## src/rtl/fir_pkg.sv

```systemverilog
// rtl/fir_pkg.sv - shared defaults and helper function for the FIR output decimator
//
// Purpose: default sample width and decimation factor, plus a constant clog2
// usable in parameter and port-width expressions.
// Optional feature macro used by the decimator: FIR_DEC_AVG_EN.
package fir_pkg;

  localparam int DATA_W_DEF = 16;
  localparam int DEC_DEF    = 4;

  // Ceiling log2; returns 0 for values of 1 or less.
  function automatic int clog2(input int value);
    int r;
    r = 0;
    while ((1 << r) < value) begin
      r = r + 1;
    end
    return r;
  endfunction

endpackage

```

## src/rtl/fir_sync_fifo.sv

```systemverilog
// rtl/fir_sync_fifo.sv - single-clock first-word-fall-through FIFO
//
// Purpose: holds decimated samples until the consumer takes them.
// Ports:
//   clk_i, rstn_i     clock, synchronous active-low reset
//   push_i/push_data_i write request and data; accepted when not full, or
//                      when full and a pop happens on the same edge
//   pop_i             read request; ignored while empty
//   pop_data_o        head entry (0 while empty)
//   full_o, empty_o   occupancy flags
//   level_o           number of stored entries
module fir_sync_fifo
  import fir_pkg::*;
#(
  parameter int DATA_W = DATA_W_DEF,
  parameter int DEPTH  = 8
) (
  input  logic                   clk_i,
  input  logic                   rstn_i,
  input  logic                   push_i,
  input  logic [DATA_W-1:0]      push_data_i,
  input  logic                   pop_i,
  output logic [DATA_W-1:0]      pop_data_o,
  output logic                   full_o,
  output logic                   empty_o,
  output logic [clog2(DEPTH):0]  level_o
);

  localparam int PTR_W = clog2(DEPTH);

  logic [DATA_W-1:0] mem_q [DEPTH];
  logic [PTR_W-1:0]  wr_ptr_q, wr_ptr_d;
  logic [PTR_W-1:0]  rd_ptr_q, rd_ptr_d;
  logic [PTR_W:0]    level_q, level_d;
  logic              do_push, do_pop;

  assign full_o  = (level_q == (PTR_W+1)'(DEPTH));
  assign empty_o = (level_q == '0);
  assign do_pop  = pop_i && !empty_o;
  // A full FIFO can still take a write when the head leaves on the same edge.
  assign do_push = push_i && (!full_o || do_pop);

  always_comb begin
    wr_ptr_d = wr_ptr_q;
    rd_ptr_d = rd_ptr_q;
    level_d  = level_q;
    // DEPTH is a power of two, so pointers wrap by plain overflow.
    if (do_push) wr_ptr_d = wr_ptr_q + PTR_W'(1);
    if (do_pop)  rd_ptr_d = rd_ptr_q + PTR_W'(1);
    case ({do_push, do_pop})
      2'b10:   level_d = level_q + (PTR_W+1)'(1);
      2'b01:   level_d = level_q - (PTR_W+1)'(1);
      default: level_d = level_q;
    endcase
  end

  always_ff @(posedge clk_i) begin
    if (!rstn_i) begin
      wr_ptr_q <= '0;
      rd_ptr_q <= '0;
      level_q  <= '0;
    end else begin
      wr_ptr_q <= wr_ptr_d;
      rd_ptr_q <= rd_ptr_d;
      level_q  <= level_d;
    end
  end

  always_ff @(posedge clk_i) begin
    if (do_push) mem_q[wr_ptr_q] <= push_data_i;
  end

  assign pop_data_o = empty_o ? '0 : mem_q[rd_ptr_q];
  assign level_o    = level_q;

endmodule

```

## src/rtl/fir_out_decimator.sv

```systemverilog
// rtl/fir_out_decimator.sv - decimates a FIR output stream by DEC into an output FIFO
//
// Purpose: counts valid input samples in groups of DEC and pushes one result
// per group into a FWFT FIFO. With FIR_DEC_AVG_EN defined the result is the
// floor average of the group; otherwise it is the last sample of the group.
// Ports:
//   clk_data   clock (rising edge)
//   rst        synchronous active-low reset
//   in_data    signed input sample, in_valid marks a new sample
//   out_data   FIFO head, out_valid = FIFO not empty, out_ready = consumer pop
//   clr_ovf    clears the sticky overflow flag (a same-edge drop wins)
//   overflow   sticky: a decimated sample was dropped on a full FIFO
//   level      FIFO occupancy
module fir_out_decimator
  import fir_pkg::*;
#(
  parameter int DATA_W = DATA_W_DEF,
  parameter int DEC    = DEC_DEF,
  parameter int DEPTH  = 8
) (
  input  logic                  clk_data,
  input  logic                  rst,
  input  logic [DATA_W-1:0]     in_data,
  input  logic                  in_valid,
  output logic [DATA_W-1:0]     out_data,
  output logic                  out_valid,
  input  logic                  out_ready,
  input  logic                  clr_ovf,
  output logic                  overflow,
  output logic [clog2(DEPTH):0] level
);

  localparam int PH_W = clog2(DEC);

  logic [PH_W-1:0]   phase_q, phase_d;
  logic              overflow_q, overflow_d;
  logic              last_phase, push, pop, drop;
  logic              fifo_full, fifo_empty;
  logic [DATA_W-1:0] push_data;

  assign last_phase = (phase_q == PH_W'(DEC - 1));
  assign push       = in_valid && last_phase;
  assign pop        = out_ready && !fifo_empty;
  assign drop       = push && fifo_full && !pop;

  always_comb begin
    phase_d    = phase_q;
    overflow_d = overflow_q;
    if (in_valid) phase_d = last_phase ? '0 : phase_q + PH_W'(1);
    if (drop)         overflow_d = 1'b1;
    else if (clr_ovf) overflow_d = 1'b0;
  end

  always_ff @(posedge clk_data) begin
    if (!rst) begin
      phase_q    <= '0;
      overflow_q <= 1'b0;
    end else begin
      phase_q    <= phase_d;
      overflow_q <= overflow_d;
    end
  end

`ifdef FIR_DEC_AVG_EN
  localparam int ACC_W = DATA_W + PH_W;

  // Wide enough for DEC full-scale samples, so the running sum never wraps.
  logic [ACC_W-1:0] acc_q, acc_d, sum;

  assign sum = acc_q + {{PH_W{in_data[DATA_W-1]}}, in_data};

  always_comb begin
    acc_d = acc_q;
    if (in_valid) acc_d = last_phase ? '0 : sum;
  end

  always_ff @(posedge clk_data) begin
    if (!rst) acc_q <= '0;
    else      acc_q <= acc_d;
  end

  // Arithmetic shift by log2(DEC) then truncation to DATA_W is exactly the
  // top DATA_W bits of the sum; this rounds toward minus infinity.
  assign push_data = sum[ACC_W-1:PH_W];
`else
  assign push_data = in_data;
`endif

  fir_sync_fifo #(
    .DATA_W (DATA_W),
    .DEPTH  (DEPTH)
  ) u_fifo (
    .clk_i       (clk_data),
    .rstn_i      (rst),
    .push_i      (push),
    .push_data_i (push_data),
    .pop_i       (pop),
    .pop_data_o  (out_data),
    .full_o      (fifo_full),
    .empty_o     (fifo_empty),
    .level_o     (level)
  );

  assign out_valid = !fifo_empty;
  assign overflow  = overflow_q;

endmodule
```

## config.mk

```make
export PLATFORM = sky130hd
export DESIGN_NAME = fir_out_decimator
export DESIGN_NICKNAME = d
export VERILOG_FILES = /design/src/rtl/fir_pkg.sv /design/src/rtl/fir_sync_fifo.sv /design/src/rtl/fir_out_decimator.sv
export SDC_FILE = /design/constraint.sdc
export NUM_CORES = 1
export LEC_CHECK = 0
export BUFFER_PORTS_ARGS = -buffer_cell sky130_fd_sc_hd__buf_2
export CAP_MARGIN = 30
export CORE_ASPECT_RATIO = 1.1
export CORE_MARGIN = 3
export CORE_UTILIZATION = 45
export DETAILED_ROUTE_END_ITERATION = 10
export GPL_TIMING_DRIVEN = 0
export PLACE_DENSITY_LB_ADDON = 0.1
export SLEW_MARGIN = 20
export SYNTH_ARGS = -nofsm -noshare
export SYNTH_HDL_FRONTEND = slang
export SYNTH_SLANG_ARGS = --single-unit
```

## constraint.sdc

```tcl
create_clock -name clk_data -period 4.3 [get_ports clk_data]
set_input_delay 0.86 -clock clk_data [delete_from_list [all_inputs] [get_ports clk_data]]
set_output_delay 0.86 -clock clk_data [all_outputs]
set_load 0.05 [all_outputs]
```

==> results of run 1 <==
==> registers in the layout, indices dropped and copies added, names as in the netlist, named ones only <==
name and cells:
u_fifo.rd_ptr_q 3, u_fifo.wr_ptr_q 3, phase_q 2, u_fifo.level_o 4
overflow 1, u_fifo.mem_q 128
==> cells by family (layout without fill, tap and decap cells) <==
| logic type | after synthesis | after routing | share of synthesized area, % |
|---|---|---|---|
| compound gates | 9 | 9 | 1.054 |
| buf+inv | 15 | 98 | 1.405 |
| flops | 144 | 144 | 73.08 |
| simple gates | 57 | 57 | 5.555 |
| fa+ha+maj | 6 | 6 | 1.317 |
| xor+xnor | 7 | 7 | 1.076 |
| mux | 54 | 54 | 16.51 |
==> final cells by class <==
cell class | instances | share of cell area (%)
Buffer | 13 | 1.013
Multi-Input combinational cell | 133 | 21.38
Clock buffer | 28 | 9.208
Timing Repair Buffer | 51 | 4.595
Clock inverter | 4 | 0.6693
Tap cell | 154 | 2.786
Sequential cell | 144 | 60.20
Inverter | 2 | 0.1447
==> critical path: stages (launching register included) <==
cell and delay, ns:
dfxtp_1 0.46, buf_1 0.66, mux4_2 0.40, mux2i_1 0.20, nor2_1 0.06, buf_2 0.21
==> where the power goes <==
part | switching, W | internal [W]
clock | 0.000535 | 0.00107
sequential | 0.00000282 | 0.00153
combinational | 0.0000619 | 0.0000342
==> per-layer routing <==
metal / vias to the layer above / global-route usage (%) / part of all wire [%]
met5: - / 0 / 0
met4: 0 / 6.837 / 1.4
met3: 13 / 5.102 / 5.3
met2: 81 / 29.44 / 53
met1: 1422 / 20.46 / 40
li1: 1305 / - / -
==> synthesized netlist by cell type, types with 2 or more instances <==
cell	n	area, um2
edfxtp_1	128	3844
mux4_2	32	720.7
nor2_1	23	86.33
mux2i_1	22	220.2
dfxtp_1	16	320.3
and2_1	7	43.79
ha_1	6	75.07
buf_1	4	15.01
nand2_1	4	15.01
nand3_1	4	20.02
nor2b_1	4	25.02
xnor2_1	4	35.03
buf_4	3	22.52
clkbuf_1	3	11.26
nand3b_1	3	22.52
xor2_1	3	26.28
a21oi_1	2	10.01
buf_2	2	10.01
nand2b_1	2	12.51
nor3_1	2	10.01
nor4bb_1	2	20.02
o21ai_0	2	10.01
==> final timing paths <==
path | startpoint | to | slack [ns] | cells after the start
setup / recovery | register | out_data[0] | 1.02 | 5
hold / removal | u_fifo.wr_ptr_q[1] | u_fifo.wr_ptr_q[1] | 0.50 | 2
setup reg to reg | u_fifo.level_o[2] | u_fifo.level_o[2] | 1.61 | 12
hold reg to reg | u_fifo.wr_ptr_q[1] | u_fifo.wr_ptr_q[1] | 0.50 | 2
==> metrics by stage <==
step / area (um2) / setup WS [ns] / instances / power [W] / util (%)
after floorplan: 5698 / 1.423 / 292 / 0.001617 / -
after global placement: 6096 / 0.03850 / 487 / 0.001652 / 50.00
after detailed placement: 6233 / 1.443 / 497 / 0.001656 / 51.13
after CTS: 6917 / 0.9821 / 529 / 0.003262 / 56.73
after global routing: 6917 / 0.8581 / 529 / 0.003333 / 56.73
final: 6917 / 1.017 / 529 / 0.003233 / 56.73
==> metrics.txt, run 1 <==
# TYPE chip_impl_metric gauge
chip_impl_metric{name="worstPathArrival",unit="ns"} 2.42
chip_impl_metric{name="slew_viol_final",unit=""} 0
chip_impl_metric{name="critical_path.max_fanout",unit=""} 10
chip_impl_metric{name="gp_congestion",unit=""} 0.6807
chip_impl_metric{name="synthesis.instances",unit=""} 292
chip_impl_metric{name="finalCritPeriodShare",unit="%"} 76.34
chip_impl_metric{name="fin_worst_hold_slack",unit="ns"} 0.5019
chip_impl_metric{name="power_density",unit="mW/mm2"} 467.4
chip_impl_info{name="outcome",value="complete, no violations"} 1
chip_impl_metric{name="cts_resizes",unit=""} 0
chip_impl_metric{name="clock-sinks",unit=""} 144
chip_impl_info{name="crit_path_category",value="register to output pin"} 1
chip_impl_metric{name="ios",unit=""} 43
chip_impl_metric{name="die_height",unit="um"} 124.0
chip_impl_metric{name="multi_input_comb_area",unit="mm2"} 0.001479
chip_impl_metric{name="portBuffers",unit=""} 41
chip_impl_metric{name="worstSkewPairLatency",unit="ns"} 0.42
chip_impl_metric{name="synth.ff_latch_count",unit=""} 144
chip_impl_metric{name="drtPass1Iterations",unit=""} 5
chip_impl_metric{name="hpwl",unit="um"} 7071
chip_impl_metric{name="antenna_violating_nets_post_route",unit=""} 0
chip_impl_metric{name="number_of_antenna_violations_at_the_first_check_in_global_routing",unit=""} 0
chip_impl_info{name="clock_tree.root_cell",value="clkbuf_16"} 1
chip_impl_metric{name="cts.reportedPaths.clkPinSlew",unit="ns"} 0.06
chip_impl_metric{name="synth_cell_type_count",unit=""} 36
chip_impl_metric{name="critPathRequiredTime",unit="ns"} 3.44
chip_impl_metric{name="maximum_number_of_pins_on_one_net_before_global_route_repair",unit=""} 17
chip_impl_metric{name="routed_via_density",unit=""} 5.333
chip_impl_info{name="most_common_cell_after_layout_fill_and_taps_aside",value="edfxtp_1"} 1
chip_impl_metric{name="cts-buffers-inserted",unit=""} 17
chip_impl_metric{name="h-tree-depth",unit=""} 4
chip_impl_metric{name="synth.cell_area",unit="mm2"} 0.005698
chip_impl_metric{name="area.growth.synth_to_final",unit="%"} 21.39
chip_impl_metric{name="via_count_of_the_first_global_routing_pass",unit=""} 3058
chip_impl_metric{name="cts_hold_buf",unit=""} 0
chip_impl_metric{name="fin_tns_setup",unit="ns"} 0
chip_impl_metric{name="post_route_cells_drive_above_1_share",unit="%"} 34.93
chip_impl_metric{name="ff_latch_area",unit="mm2"} 0.004164
chip_impl_info{name="unrepaired_setup_endpoints_after_global_routing",value="false"} 1
chip_impl_metric{name="initial_core_util",unit="%"} 46.74
chip_impl_metric{name="max_slew_margin",unit="%"} 43.81
chip_impl_metric{name="initialDrtViolationCount",unit=""} 133
chip_impl_metric{name="synth_enable_flop_cells",unit=""} 128
chip_impl_metric{name="mean_post_synth_cell_area",unit="um2"} 19.51
chip_impl_metric{name="die_area",unit="mm2"} 0.01405
chip_impl_metric{name="finalHoldViolCount",unit=""} 0
chip_impl_metric{name="ys_seq_area_share",unit="%"} 73.08
chip_impl_metric{name="finalNetCount",unit=""} 389
chip_impl_metric{name="tightestPinTransition",unit="ns"} 0.8429
chip_impl_metric{name="detailed_route_via_count",unit=""} 2821
chip_impl_metric{name="cts.repair_timing.setup_buffer_count",unit=""} 0
chip_impl_info{name="crit_path_start_kind",value="register"} 1
chip_impl_metric{name="fill_cells",unit=""} 973
chip_impl_info{name="most-common-layout-cells",value="edfxtp_1 (128), buf_2 (43), mux4_2 (32)"} 1
chip_impl_metric{name="finalWirelength",unit="um"} 10730
chip_impl_metric{name="timing.fmax",unit="MHz"} 304.6
chip_impl_metric{name="detail_route.drc_violations",unit=""} 0
chip_impl_metric{name="placeableCoreArea",unit="mm2"} 0.01219
chip_impl_metric{name="grt_usage",unit="%"} 17.16
chip_impl_info{name="synth_flop_cell",value="edfxtp_1"} 1
chip_impl_info{name="endpoint_kind",value="output pin"} 1
chip_impl_metric{name="yosysWarnings",unit=""} 0
chip_impl_metric{name="grt_pass1_wl",unit="um"} 17080
chip_impl_metric{name="wire_per_inst",unit="um"} 20.29
chip_impl_metric{name="max-clock-path-buffers",unit=""} 2
chip_impl_metric{name="antenna_cells_inserted",unit=""} 0
chip_impl_metric{name="row_count",unit=""} 42
chip_impl_metric{name="finalCriticalPeriod",unit="ns"} 3.283
chip_impl_info{name="hp-class",value="register to register"} 1
chip_impl_metric{name="asyncSetResetFlopFracSynth",unit="%"} 0
chip_impl_metric{name="die_width",unit="um"} 113.3
chip_impl_metric{name="syn_nets",unit=""} 319
chip_impl_metric{name="ir_worst_vdd",unit="uV"} 231.7
chip_impl_metric{name="final.setup_skew",unit="ns"} 0.01022
chip_impl_metric{name="static-leakage-power",unit="nW"} 2.324
chip_impl_metric{name="remaining_overflow_grt",unit=""} 0
chip_impl_info{name="clock_tree_from_tritoncts",value="yes"} 1
chip_impl_metric{name="final-setup-viol-count",unit=""} 0
chip_impl_metric{name="max-cap-violations",unit=""} 0
Power figures use the tool's default switching activity.
==> inputs of run 2 (changes only) <==
==> constraint.sdc (replaced) <==
create_clock -name clk_data -period 3.2 [get_ports clk_data]
set_input_delay 0.64 -clock clk_data [delete_from_list [all_inputs] [get_ports clk_data]]
set_output_delay 0.64 -clock clk_data [all_outputs]
set_load 0.05 [all_outputs]
==> metrics.txt, run 2 (same netlist as run 1, synthesis figures left out) <==
# TYPE chip_impl_metric gauge
chip_impl_info{name="outcome",value="complete, no violations"} 1
chip_impl_info{name="most_common_cell_after_layout_fill_and_taps_aside",value="edfxtp_1"} 1
chip_impl_metric{name="ir_worst_vdd",unit="uV"} 311.1
chip_impl_metric{name="max-clock-path-buffers",unit=""} 2
chip_impl_metric{name="fin_tns_setup",unit="ns"} 0
chip_impl_info{name="crit_path_start_kind",value="register"} 1
chip_impl_metric{name="initial_core_util",unit="%"} 46.74
chip_impl_metric{name="worstPathArrival",unit="ns"} 2.42
chip_impl_metric{name="final.setup_skew",unit="ns"} 0.009703
chip_impl_metric{name="slew_viol_final",unit=""} 0
chip_impl_metric{name="routed_via_density",unit=""} 5.303
chip_impl_metric{name="die_area",unit="mm2"} 0.01405
chip_impl_metric{name="max-cap-violations",unit=""} 0
chip_impl_info{name="endpoint_kind",value="output pin"} 1
chip_impl_info{name="crit_path_category",value="register to output pin"} 1
chip_impl_metric{name="antenna_violating_nets_post_route",unit=""} 0
chip_impl_metric{name="finalWirelength",unit="um"} 10740
chip_impl_metric{name="reg2reg_slack",unit="ns"} 0.52
chip_impl_metric{name="power_density",unit="mW/mm2"} 628.0
chip_impl_metric{name="grt_pass1_wl",unit="um"} 17080
chip_impl_metric{name="finalCritPeriodShare",unit="%"} 95.68
chip_impl_metric{name="largest_register_ff_count",unit=""} 128
chip_impl_metric{name="initialDrtViolationCount",unit=""} 141
chip_impl_metric{name="placeableCoreArea",unit="mm2"} 0.01219
chip_impl_metric{name="cts_hold_buf",unit=""} 0
chip_impl_info{name="unrepaired_setup_endpoints_after_global_routing",value="false"} 1
chip_impl_metric{name="detail_route.drc_violations",unit=""} 0
chip_impl_metric{name="finalHoldViolCount",unit=""} 0
chip_impl_metric{name="hpwl",unit="um"} 7071
chip_impl_metric{name="row_count",unit=""} 42
chip_impl_metric{name="antenna_cells_inserted",unit=""} 0
chip_impl_info{name="clock_tree.root_cell",value="clkbuf_16"} 1
chip_impl_metric{name="static-leakage-power",unit="nW"} 2.327
chip_impl_metric{name="final-setup-viol-count",unit=""} 0
chip_impl_metric{name="finalCriticalPeriod",unit="ns"} 3.062
chip_impl_metric{name="cts.reportedPaths.clkPinSlew",unit="ns"} 0.06
chip_impl_metric{name="gp_congestion",unit=""} 0.6807
chip_impl_metric{name="fill_cells",unit=""} 971
chip_impl_info{name="top_register",value="u_fifo.mem_q"} 1
chip_impl_metric{name="die_height",unit="um"} 124.0
chip_impl_metric{name="grt_usage",unit="%"} 17.16
chip_impl_metric{name="clock-sinks",unit=""} 144
chip_impl_metric{name="setup_slack",unit="ns"} 0.1383
chip_impl_metric{name="rr_worst_depth",unit=""} 12
chip_impl_metric{name="max_slew_margin",unit="%"} 45.20
chip_impl_metric{name="post_route_cells_drive_above_1_share",unit="%"} 35.29
chip_impl_metric{name="maximum_number_of_pins_on_one_net_before_global_route_repair",unit=""} 17
chip_impl_metric{name="die_width",unit="um"} 113.3
chip_impl_metric{name="via_count_of_the_first_global_routing_pass",unit=""} 3058
chip_impl_metric{name="timing.fmax",unit="MHz"} 326.6
chip_impl_info{name="endpoint",value="out_data[0]"} 1
chip_impl_metric{name="drtPass1Iterations",unit=""} 4
chip_impl_metric{name="portBuffers",unit=""} 41
chip_impl_metric{name="wire_per_inst",unit="um"} 20.34
chip_impl_metric{name="cts.repair_timing.setup_buffer_count",unit=""} 0
chip_impl_info{name="most-common-layout-cells",value="edfxtp_1 (128), buf_2 (43), mux4_2 (32)"} 1
chip_impl_metric{name="detailed_route_via_count",unit=""} 2800
chip_impl_info{name="clock_tree_from_tritoncts",value="yes"} 1
chip_impl_info{name="r2r_end",value="u_fifo.level_o[2]"} 1
chip_impl_metric{name="dpl_worst_slack",unit="ns"} 0.5207
chip_impl_info{name="hp-class",value="input pin to register"} 1
chip_impl_metric{name="worstSkewPairLatency",unit="ns"} 0.42
chip_impl_metric{name="finalNetCount",unit=""} 388
chip_impl_metric{name="cts-buffers-inserted",unit=""} 17
chip_impl_info{name="rr_startpoint",value="u_fifo.level_o[2]"} 1
chip_impl_metric{name="area.growth.synth_to_final",unit="%"} 21.41
chip_impl_metric{name="ff_latch_area",unit="mm2"} 0.004164
chip_impl_metric{name="h-tree-depth",unit=""} 4
chip_impl_metric{name="remaining_overflow_grt",unit=""} 0
chip_impl_metric{name="ios",unit=""} 43
chip_impl_metric{name="tightestPinTransition",unit="ns"} 0.8220
chip_impl_metric{name="critical_path.max_fanout",unit=""} 10
chip_impl_metric{name="critPathRequiredTime",unit="ns"} 2.56
chip_impl_metric{name="multi_input_comb_area",unit="mm2"} 0.001479
chip_impl_metric{name="number_of_antenna_violations_at_the_first_check_in_global_routing",unit=""} 0
[run 2: cell types whose count changed in the layout (fill, tap and decap cells not counted)]
cell | previous run | this run
buf_1 | 4 | 3
buf_4 | 4 | 3
buf_6 | 9 | 10
clkbuf_1 | 6 | 5
clkbuf_2 | 0 | 1
[run 2: how the worst min path moves through the flow]
stage | cells past startpoint | start | slack, ns | to
2_1_floorplan | 2 | u_fifo.wr_ptr_q[1] | 0.46 | u_fifo.wr_ptr_q[1]
3_3_place_gp | 2 | u_fifo.wr_ptr_q[1] | 0.48 | u_fifo.wr_ptr_q[1]
3_5_place_dp | 2 | u_fifo.wr_ptr_q[1] | 0.50 | u_fifo.wr_ptr_q[1]
4_1_cts | 1 | in_data[8] | 0.48 | u_fifo.mem_q[6][8]
5_1_grt | 1 | in_data[4] | 0.47 | u_fifo.mem_q[5][4]
6_report | 1 | in_data[3] | 0.50 | u_fifo.mem_q[7][3]
[run 2: routing by layer]
layer	global-route usage (%)	routed length, um	part of all wire (%)
met4	6.837	150	1.4
met5	0	0	0
met1	20.46	4418	41
met2	29.44	5690	53
met3	5.102	482	4.5
[run 2: layout make-up]
cell class / instances / area share [%]
buffer: 12 / 1.031
clock buffer: 28 / 9.206
clock inverter: 4 / 0.6692
inverter: 2 / 0.1447
multi-input combinational: 133 / 21.38
sequential: 144 / 60.19
tap: 154 / 2.785
timing repair buffer: 51 / 4.594
[run 2: stage by stage]
step                total power, W  instance area [um2]  utilization (%)  hold slack (ns)  std cells
finish                    0.004344                 6918            56.74           0.4969        528
global route              0.004478                 6918            56.74           0.4747        528
CTS                       0.004384                 6917            56.73           0.4801        529
detailed placement        0.002225                 6233            51.13           0.4969        497
global placement          0.002219                 6096            50.00           0.4831        487
floorplan                 0.002173                 5698                -           0.4613        292
[run 2: worst max-delay path, stage by stage (launching register included)]
cell	delay, ns
dfxtp_1	0.46
buf_1	0.66
mux4_2	0.40
mux2i_1	0.20
nor2_1	0.06
buf_2	0.21
[run 2: timing repair]
action                                  in CTS  in global routing
endpoints found under the setup margin       0                  3
resized for setup                            0                  3
hold endpoints to repair                     0                  0
[run 2: power breakdown]
part	internal [W]	total, W	switching, W
Combinational	0.0000461	0.000129	0.0000824
Clock	0.00144	0.00216	0.000718
Sequential	0.00205	0.00205	0.00000463
